<file path="config.mk">
export PLATFORM = sky130hd
export DESIGN_NAME = mc_control
export DESIGN_NICKNAME = d
export VERILOG_FILES = /design/src/rtl/mc_control.sv
export SDC_FILE = /design/constraint.sdc
export NUM_CORES = 1
export LEC_CHECK = 0
export CAP_MARGIN = 20
export CORE_MARGIN = 1
export CORE_UTILIZATION = 44
export DETAILED_ROUTE_END_ITERATION = 12
export GPL_ROUTABILITY_DRIVEN = 0
export PLACE_DENSITY = 0.77
export SYNTH_ARGS = -nofsm -noshare
export SYNTH_HDL_FRONTEND = slang
export SYNTH_SLANG_ARGS = --single-unit
export TNS_END_PERCENT = 5
</file>
<file path="constraint.sdc">
create_clock -name clk_i -period 2.7 [get_ports clk_i]
set_input_delay 0.54 -clock clk_i [delete_from_list [all_inputs] [get_ports clk_i]]
set_output_delay 0.54 -clock clk_i [all_outputs]
set_load 0.1 [all_outputs]
</file>
<file path="src/rtl/mc_control.sv">
`timescale 1ns/1ps
`default_nettype none
// ============================================================================
// Module   : mc_control
// Purpose  : Multi-cycle MIPS control FSM (FETCH/DECODE/EXEC/MEM/WB/TRAP) with
//            ready-handshaked data memory, access timeout and illegal-op trap.
// Revision : 1.0  initial release
// ============================================================================
module mc_control #(
    parameter int MEM_TIMEOUT   = 16,
    parameter int CNT_W         = 5,
    parameter int ENABLE_BYTE   = 1,
    parameter int ENABLE_BLTZAL = 1
) (
    input  logic       clk_i,
    input  logic       reset_i,
    input  logic [5:0] opcode_i,
    input  logic [5:0] funct_i,
    input  logic       branch_i,
    input  logic       mem_ready_i,
    output logic       PCWr_o,
    output logic       IRWr_o,
    output logic [1:0] NPCop_o,
    output logic [1:0] WRsel_o,
    output logic [1:0] WDsel_o,
    output logic       RFWr_o,
    output logic       EXTop_o,
    output logic       Bsel_o,
    output logic [2:0] ALUop_o,
    output logic [1:0] DMWr_o,
    output logic [1:0] DMsel_o,
    output logic       retire_o,
    output logic       trap_o,
    output logic [1:0] trap_cause_o
);

    localparam logic [5:0] c_op_special = 6'b000000;
    localparam logic [5:0] c_op_regimm  = 6'b000001;
    localparam logic [5:0] c_op_j       = 6'b000010;
    localparam logic [5:0] c_op_jal     = 6'b000011;
    localparam logic [5:0] c_op_beq     = 6'b000100;
    localparam logic [5:0] c_op_ori     = 6'b001101;
    localparam logic [5:0] c_op_lui     = 6'b001111;
    localparam logic [5:0] c_op_lb      = 6'b100000;
    localparam logic [5:0] c_op_lh      = 6'b100001;
    localparam logic [5:0] c_op_lw      = 6'b100011;
    localparam logic [5:0] c_op_sb      = 6'b101000;
    localparam logic [5:0] c_op_sh      = 6'b101001;
    localparam logic [5:0] c_op_sw      = 6'b101011;
    localparam logic [5:0] c_fn_add     = 6'b100000;
    localparam logic [5:0] c_fn_sub     = 6'b100010;
    localparam logic [5:0] c_fn_jr      = 6'b001000;

    localparam logic [1:0] c_cause_none    = 2'b00;
    localparam logic [1:0] c_cause_illegal = 2'b01;
    localparam logic [1:0] c_cause_timeout = 2'b10;

    localparam logic [CNT_W-1:0] c_cnt_last = CNT_W'(MEM_TIMEOUT - 1);

    typedef enum logic [2:0] {
        S_FETCH  = 3'd0,
        S_DECODE = 3'd1,
        S_EXEC   = 3'd2,
        S_MEM    = 3'd3,
        S_WB     = 3'd4,
        S_TRAP   = 3'd5
    } state_t;

    state_t           state_q, state_d;
    logic [CNT_W-1:0] cnt_q, cnt_d;
    logic [1:0]       cause_q, cause_d;

    // ------------------------------------------------------------------
    // Instruction decode
    // ------------------------------------------------------------------
    logic w_special, w_add, w_sub, w_jr, w_ori, w_lui, w_j, w_jal, w_beq;
    logic w_lw, w_sw, w_lb, w_lh, w_sb, w_sh, w_bltzal;
    logic w_load, w_store, w_legal;

    assign w_special = (opcode_i == c_op_special);
    assign w_add     = w_special && (funct_i == c_fn_add);
    assign w_sub     = w_special && (funct_i == c_fn_sub);
    assign w_jr      = w_special && (funct_i == c_fn_jr);
    assign w_ori     = (opcode_i == c_op_ori);
    assign w_lui     = (opcode_i == c_op_lui);
    assign w_j       = (opcode_i == c_op_j);
    assign w_jal     = (opcode_i == c_op_jal);
    assign w_beq     = (opcode_i == c_op_beq);
    assign w_lw      = (opcode_i == c_op_lw);
    assign w_sw      = (opcode_i == c_op_sw);
    assign w_lb      = (ENABLE_BYTE != 0) && (opcode_i == c_op_lb);
    assign w_lh      = (ENABLE_BYTE != 0) && (opcode_i == c_op_lh);
    assign w_sb      = (ENABLE_BYTE != 0) && (opcode_i == c_op_sb);
    assign w_sh      = (ENABLE_BYTE != 0) && (opcode_i == c_op_sh);
    assign w_bltzal  = (ENABLE_BLTZAL != 0) && (opcode_i == c_op_regimm);

    assign w_load  = w_lw || w_lb || w_lh;
    assign w_store = w_sw || w_sb || w_sh;
    assign w_legal = w_add || w_sub || w_jr || w_ori || w_lui || w_j || w_jal ||
                     w_beq || w_bltzal || w_load || w_store;

    // Datapath steering that is harmless outside EXEC/MEM is driven from decode
    logic       w_extop, w_bsel;
    logic [2:0] w_aluop;
    logic [1:0] w_dmsel;

    assign w_extop = w_beq || w_load || w_store;
    assign w_bsel  = w_ori || w_lui || w_load || w_store;
    assign w_aluop = w_sub || w_beq ? 3'b001 :
                     w_ori          ? 3'b010 :
                     w_lui          ? 3'b011 : 3'b000;
    assign w_dmsel = (w_lh || w_sh) ? 2'b01 :
                     (w_lb || w_sb) ? 2'b10 : 2'b00;

    // ------------------------------------------------------------------
    // State register
    // ------------------------------------------------------------------
    always_ff @(posedge clk_i or posedge reset_i) begin
        if (reset_i) begin
            state_q <= S_FETCH;
            cnt_q   <= '0;
            cause_q <= c_cause_none;
        end else begin
            state_q <= state_d;
            cnt_q   <= cnt_d;
            cause_q <= cause_d;
        end
    end

    // ------------------------------------------------------------------
    // Next state and raw controls
    // ------------------------------------------------------------------
    logic       w_pcwr, w_irwr, w_rfwr;
    logic [1:0] w_npcop, w_wrsel, w_wdsel, w_dmwr;

    always_comb begin
        state_d = state_q;
        cnt_d   = cnt_q;
        cause_d = cause_q;
        w_pcwr  = 1'b0;
        w_irwr  = 1'b0;
        w_rfwr  = 1'b0;
        w_npcop = 2'b00;
        w_wrsel = 2'b00;
        w_wdsel = 2'b00;
        w_dmwr  = 2'b00;
        unique case (state_q)
            S_FETCH: begin
                w_irwr  = 1'b1;
                state_d = S_DECODE;
            end
            S_DECODE: begin
                if (w_j || w_jal) begin
                    w_pcwr  = 1'b1;
                    w_npcop = 2'b10;
                    if (w_jal) begin
                        w_rfwr  = 1'b1;
                        w_wrsel = 2'b11;
                        w_wdsel = 2'b10;
                    end
                    state_d = S_FETCH;
                end else if (w_jr) begin
                    w_pcwr  = 1'b1;
                    w_npcop = 2'b11;
                    state_d = S_FETCH;
                end else if (!w_legal) begin
                    cause_d = c_cause_illegal;
                    state_d = S_TRAP;
                end else begin
                    state_d = S_EXEC;
                end
            end
            S_EXEC: begin
                if (w_beq || w_bltzal) begin
                    // NPC selects target or PC+4 itself from the branch flag
                    w_pcwr  = 1'b1;
                    w_npcop = 2'b01;
                    if (w_bltzal) begin
                        w_rfwr  = branch_i;
                        w_wrsel = 2'b11;
                        w_wdsel = 2'b10;
                    end
                    state_d = S_FETCH;
                end else if (w_load || w_store) begin
                    cnt_d   = '0;
                    state_d = S_MEM;
                end else begin
                    state_d = S_WB;
                end
            end
            S_MEM: begin
                w_dmwr = w_store ? 2'b10 : 2'b01;
                if (mem_ready_i) begin
                    if (w_store) begin
                        w_pcwr  = 1'b1;
                        state_d = S_FETCH;
                    end else begin
                        state_d = S_WB;
                    end
                end else if (cnt_q == c_cnt_last) begin
                    cause_d = c_cause_timeout;
                    state_d = S_TRAP;
                end else begin
                    cnt_d = cnt_q + CNT_W'(1);
                end
            end
            S_WB: begin
                w_rfwr = 1'b1;
                w_pcwr = 1'b1;
                if (w_load) begin
                    w_wdsel = 2'b01;
                end else if (w_add || w_sub) begin
                    w_wrsel = 2'b01;
                end
                state_d = S_FETCH;
            end
            S_TRAP: begin
                state_d = S_TRAP;
            end
            default: begin
                state_d = S_FETCH;
            end
        endcase
    end

    // ------------------------------------------------------------------
    // Outputs: enables are masked while reset is asserted
    // ------------------------------------------------------------------
    assign PCWr_o       = w_pcwr && !reset_i;
    assign retire_o     = PCWr_o;
    assign IRWr_o       = w_irwr && !reset_i;
    assign RFWr_o       = w_rfwr && !reset_i;
    assign DMWr_o       = reset_i ? 2'b00 : w_dmwr;
    assign NPCop_o      = w_npcop;
    assign WRsel_o      = w_wrsel;
    assign WDsel_o      = w_wdsel;
    assign EXTop_o      = w_extop;
    assign Bsel_o       = w_bsel;
    assign ALUop_o      = w_aluop;
    assign DMsel_o      = w_dmsel;
    assign trap_o       = (state_q == S_TRAP) && !reset_i;
    assign trap_cause_o = trap_o ? cause_q : c_cause_none;

endmodule
`default_nettype wire

</file>
**Word level (Yosys, flattened, before mapping)**

Cells that the tools add are included.
W data, S select, Z words.

- Bits of input ports: 16
- Register bits: 10
- Word-level logic and storage cells: 131
- Output and inout port bits: 22

- Equality and inequality tests: 30
- Multiplexer cells: 58
- Add/subtract/negate cells: 1
- Reductions and logical operators: 39

Operators by type and width:

| cell | count |
|---|---|
| $eq A6 B6 Y1 const B | 8 |
| $mux W2 | 24 |
| $logic_or A1 B1 Y1 | 25 |
| $mux W3 | 8 |
| $mux W5 | 4 |
| $eq A6 B4 Y1 const B | 3 |
| $ne A2 B2 Y1 const B | 8 |
| $pmux W3 S5 | 1 |
| $mux W1 | 14 |
| $eq A6 B2 Y1 const B | 2 |
| $pmux W2 S3 | 2 |
| $pmux W5 S2 | 1 |
| $pmux W2 S2 | 2 |
| $logic_and A1 B1 Y1 | 7 |
| $eq A3 B2 Y1 const B | 2 |
| $eq A3 B3 Y1 const B | 2 |
| $eq A6 B1 Y1 const B | 1 |
| $eq A6 B3 Y1 const B | 1 |
| $logic_not A6 Y1 | 1 |
| $reduce_and A6 Y1 | 1 |
| $add A5 B1 Y5 const B | 1 |
| $eq A5 B4 Y1 const B | 1 |
| $reduce_and A5 Y1 | 1 |
| $pmux W1 S4 | 1 |
| other kinds (6) | 7 |

**Logic depth before layout (Yosys ltp)**

- Depth after elaboration: 16
- Gate-level depth with buffers: 7
- Mapped depth without buffers: 7

**Worst setup path after synthesis**

OpenSTA, ideal clock, no wires.

- Path kind: input-to-output
- From: input port opcode_i[5]
- To: output port DMWr_o[1]
- Data required time: 2.160 ns
- Slack: -2.183 ns
- Stages on the path: 4
- Path buffers: 1
- Data arrival time: 4.343 ns
- Path through: buf_2 -> nor3b_1 -> nand2_1 -> nor4b_1

- Longest elaborated chain between the ends: 6
- Elaborated cells between the ends (all ways): 8
- Those cells by class: eq/ne (3); mux (3); reduce/logical (2)

Ends and longest elaborated chain:

| what | RTL line | RTL |
|---|---|---|
| start: declaration | 17 | `input logic [5:0] opcode_i,` |
| $eq A6 B6 Y1, on equally long branches | 90, 93 |  |
| $logic_or A1 B1 Y1 | 98 | `assign w_store = w_sw \|\| w_sb \|\| w_sh;` |
| $logic_or A1 B1 Y1 (*) | 98 |  |
| $mux W2 (*) | 192 | `w_dmwr = w_store ? 2'b10 : 2'b01;` |
| $mux W2 (*) | 147 | `unique case (state_q)` |
| $mux W2 (*) | 233 | `assign DMWr_o = reset_i ? 2'b00 : w_dmwr;` |
| end: declaration | 30 | `output logic [1:0] DMWr_o,` |

Every way passes the cells marked *; elsewhere a longest branch is shown, timed or not.

**Final worst setup path**

- From: input port opcode_i[0]
- To: output port retire_o

- Longest elaborated chain between the ends: 7
- Elaborated cells between the ends (all ways): 20
- Those cells by class: eq/ne (7); mux (6); reduce/logical (7)

Ends and longest elaborated chain:

| what | RTL line | RTL |
|---|---|---|
| $eq A6 B6 Y1, on equally long branches | 90, 93 |  |
| $logic_or A1 B1 Y1 (2 in a row) | 98 |  |
| $mux W1 | 194 | `if (w_store) begin` |
| $mux W1 | 193 | `if (mem_ready_i) begin` |
| $pmux W1 S4 (*) | 147 |  |
| $logic_and A1 B1 Y1 (*) | 229 | `assign PCWr_o = w_pcwr && !reset_i;` |
| end: declaration | 32 | `output logic retire_o,` |

Marked as above.

==> run metrics <==
crit path launch type=primary input; Hold Path Class=reg2reg; Slew @ Worst Pin=0.596 ns; share of cells above drive strength 1=0.446; Clock Sinks=10; CP Class=in2out; H-tree depth reported by CTS=1; violated checks=setup timing; GR Util All Layers=0.328; TritonCTS clock tree=done; drt drc=0; ys async rst share=1.00; placed instance count=214; I/O Buffers=36; PwrDens=208 mW/mm2; # hold bufs at CTS=0; Detailed Place HPWL=2760 um; Ys Warns=0; commonest non-fill, non-tap cell in the layout=buf_4; number of synthesized flops with an enable pin=0; pin count of the biggest net entering global routing=18; Rel. slew slack=0.600; routed wire length per instance=19.1 um; Leakage=0.872 nW; Max Clock Skew=0.00569 ns; count of final max-slew check failures=0; router iterations before antenna repair=4; RSZ-0062 raised after global routing=true; antenna viol nets, final=0; syn_area_per_cell=7.77 um2; initial antenna violation count=0; setup slack after layout=-0.0121 ns; die width=50.5 um; VDD IR-drop max=0.324 mV; max_cap viols=0; Root Buffer Master=clkbuf_4; Fmax=369 MHz; mapped cell area=0.00103 mm2; top_reg_cell synth=dfrtp_1; residual overflow from global routing=0; sequential area share after synthesis=0.242; crit path DAT=2.17 ns; FF-to-FF setup slack=0.48 ns; status=finished, violations left; die area=0.00255 mm2; Vias=1,386; Clk Latency, worst-skew pair=0.27 ns; Setup Viol. Count Final=2; Nets=215; Worst Path Required=2.16 ns; most frequent cells in the layout=buf_4, buf_12, nand2_1, dfrtp_1, nor2_1; DR iter-0 viols=83; Distinct cells, synth=47; Max clock buf depth=2; crit end category=primary output; final hold violations=0; IO Pins=38; #FFs+latches synth=10; Clk pin slew, worst setup/hold paths=0.06 ns; crit share post-route=1.00; Initial Util=0.467; PnR Total Power=0.000415 W; diode count=0; total CTS buffers=3; Place WS=-0.381 ns; final hold slack=0.515 ns; num rows=17; P&R area growth vs syn=92.9%; CP max FO=2; wirelength, routed=4260 um; Die Y=50.5 um; vias in the first global route=1,350; Post-Syn Nets=151; Tmin final=2.71 ns; via density per instance=6.22; ranking of synthesized cells by area=dfrtp_1, nor2_1, nand2_1; leading area contributor after synthesis=dfrtp_1; cells after synthesis=133; non-filler cells, final=223; Core Box Area=0.00221 mm2; first-pass GRT wire length=6270 um; share of the synthesized area in the top cell type=0.242
## Yosys cell counts (all sizes together), types with 4 or more instances
library cell / instances
nand2b: 6
clkbuf: 4
dfrtp: 10
a21oi: 7
buf: 8
inv: 6
nor4: 5
nor2: 12
nor2b: 5
nand2: 11
nor3b: 4
nand3: 4
o21ai: 7
## worst paths after layout
path	startpoint	end	cells after the start
worst max-delay path	opcode_i[0]	retire_o	7
worst max register to register	cnt_q[0]	cnt_q[3]	7
worst min-delay path	cause_q[1]	cause_q[1]	2
max in group asynchronous	reset_i	cnt_q[3]	3
min in group asynchronous	reset_i	cnt_q[1]	3
worst min register to register	cause_q[1]	cause_q[1]	2
## sequential cells by signal (all words and copies together) (netlist names)
register  count
cause_q       2
state_q       3
cnt_q         5
## layer usage
layer | global-route usage | share of wire | vias to the layer above
met4 | 0.102 | 0.018 | 0
met3 | 0.0788 | 0.076 | 18
li1 | - | - | 613
met2 | 0.593 | 0.53 | 87
met1 | 0.375 | 0.38 | 668
met5 | 0 | 0 | -
## critical path, stage by stage
cell	delay, ns
buf_6	0.10
or4_4	0.54
nor4b_4	0.27
nor2_2	0.07
o22a_1	0.20
a21oi_4	0.23
buf_12	0.21
## cell type report
type,instances,area [um2]
Inverter,6,22.5
Fill cell,90,219
Multi-Input combinational cell,105,826
Tap cell,28,35.0
Timing Repair Buffer,71,837
Clock buffer,3,22.5
Sequential cell,10,250
## metrics by stage
step | setup TNS (ns) | utilization | cell area, um2
2_1_floorplan | -5.25 | - | 1120
3_3_place_gp | -1.94 | 0.848 | 1880
3_5_place_dp | -2.38 | 0.848 | 1880
4_1_cts | -0.141 | 0.885 | 1960
5_1_grt | -0.343 | 0.901 | 1990
6_report | -0.0241 | 0.901 | 1990
## logic make-up (layout without fill, tap and decap cells)
group / Yosys count / count (layout) / synth area share
AOI/OAI and AO/OA: 33 / 33 / 0.224
adders and majority gates: 2 / 2 / 0.0242
buffers and inverters: 18 / 80 / 0.0872
other: 1 / 1 / 0.00363
DFF: 10 / 10 / 0.242
xor gates and xnor gates: 3 / 3 / 0.0254
and+or+nand+nor: 64 / 64 / 0.373
muxes: 2 / 2 / 0.0206
## where the power goes
group,switching [W],internal [W],leakage [nW]
logic,0.0000952,0.0000690,0.737
clock network,0.0000481,0.0000514,0.0138
registers,0.000000855,0.000151,0.122
## what timing repair did
item / CTS / global route
endpoints found under the setup margin: 12 / 10
pin swaps: 14 / 8
setup buffers: 3 / 3
resized for setup: 27 / 6
No activity file was read; power rests on OpenSTA's default activity.
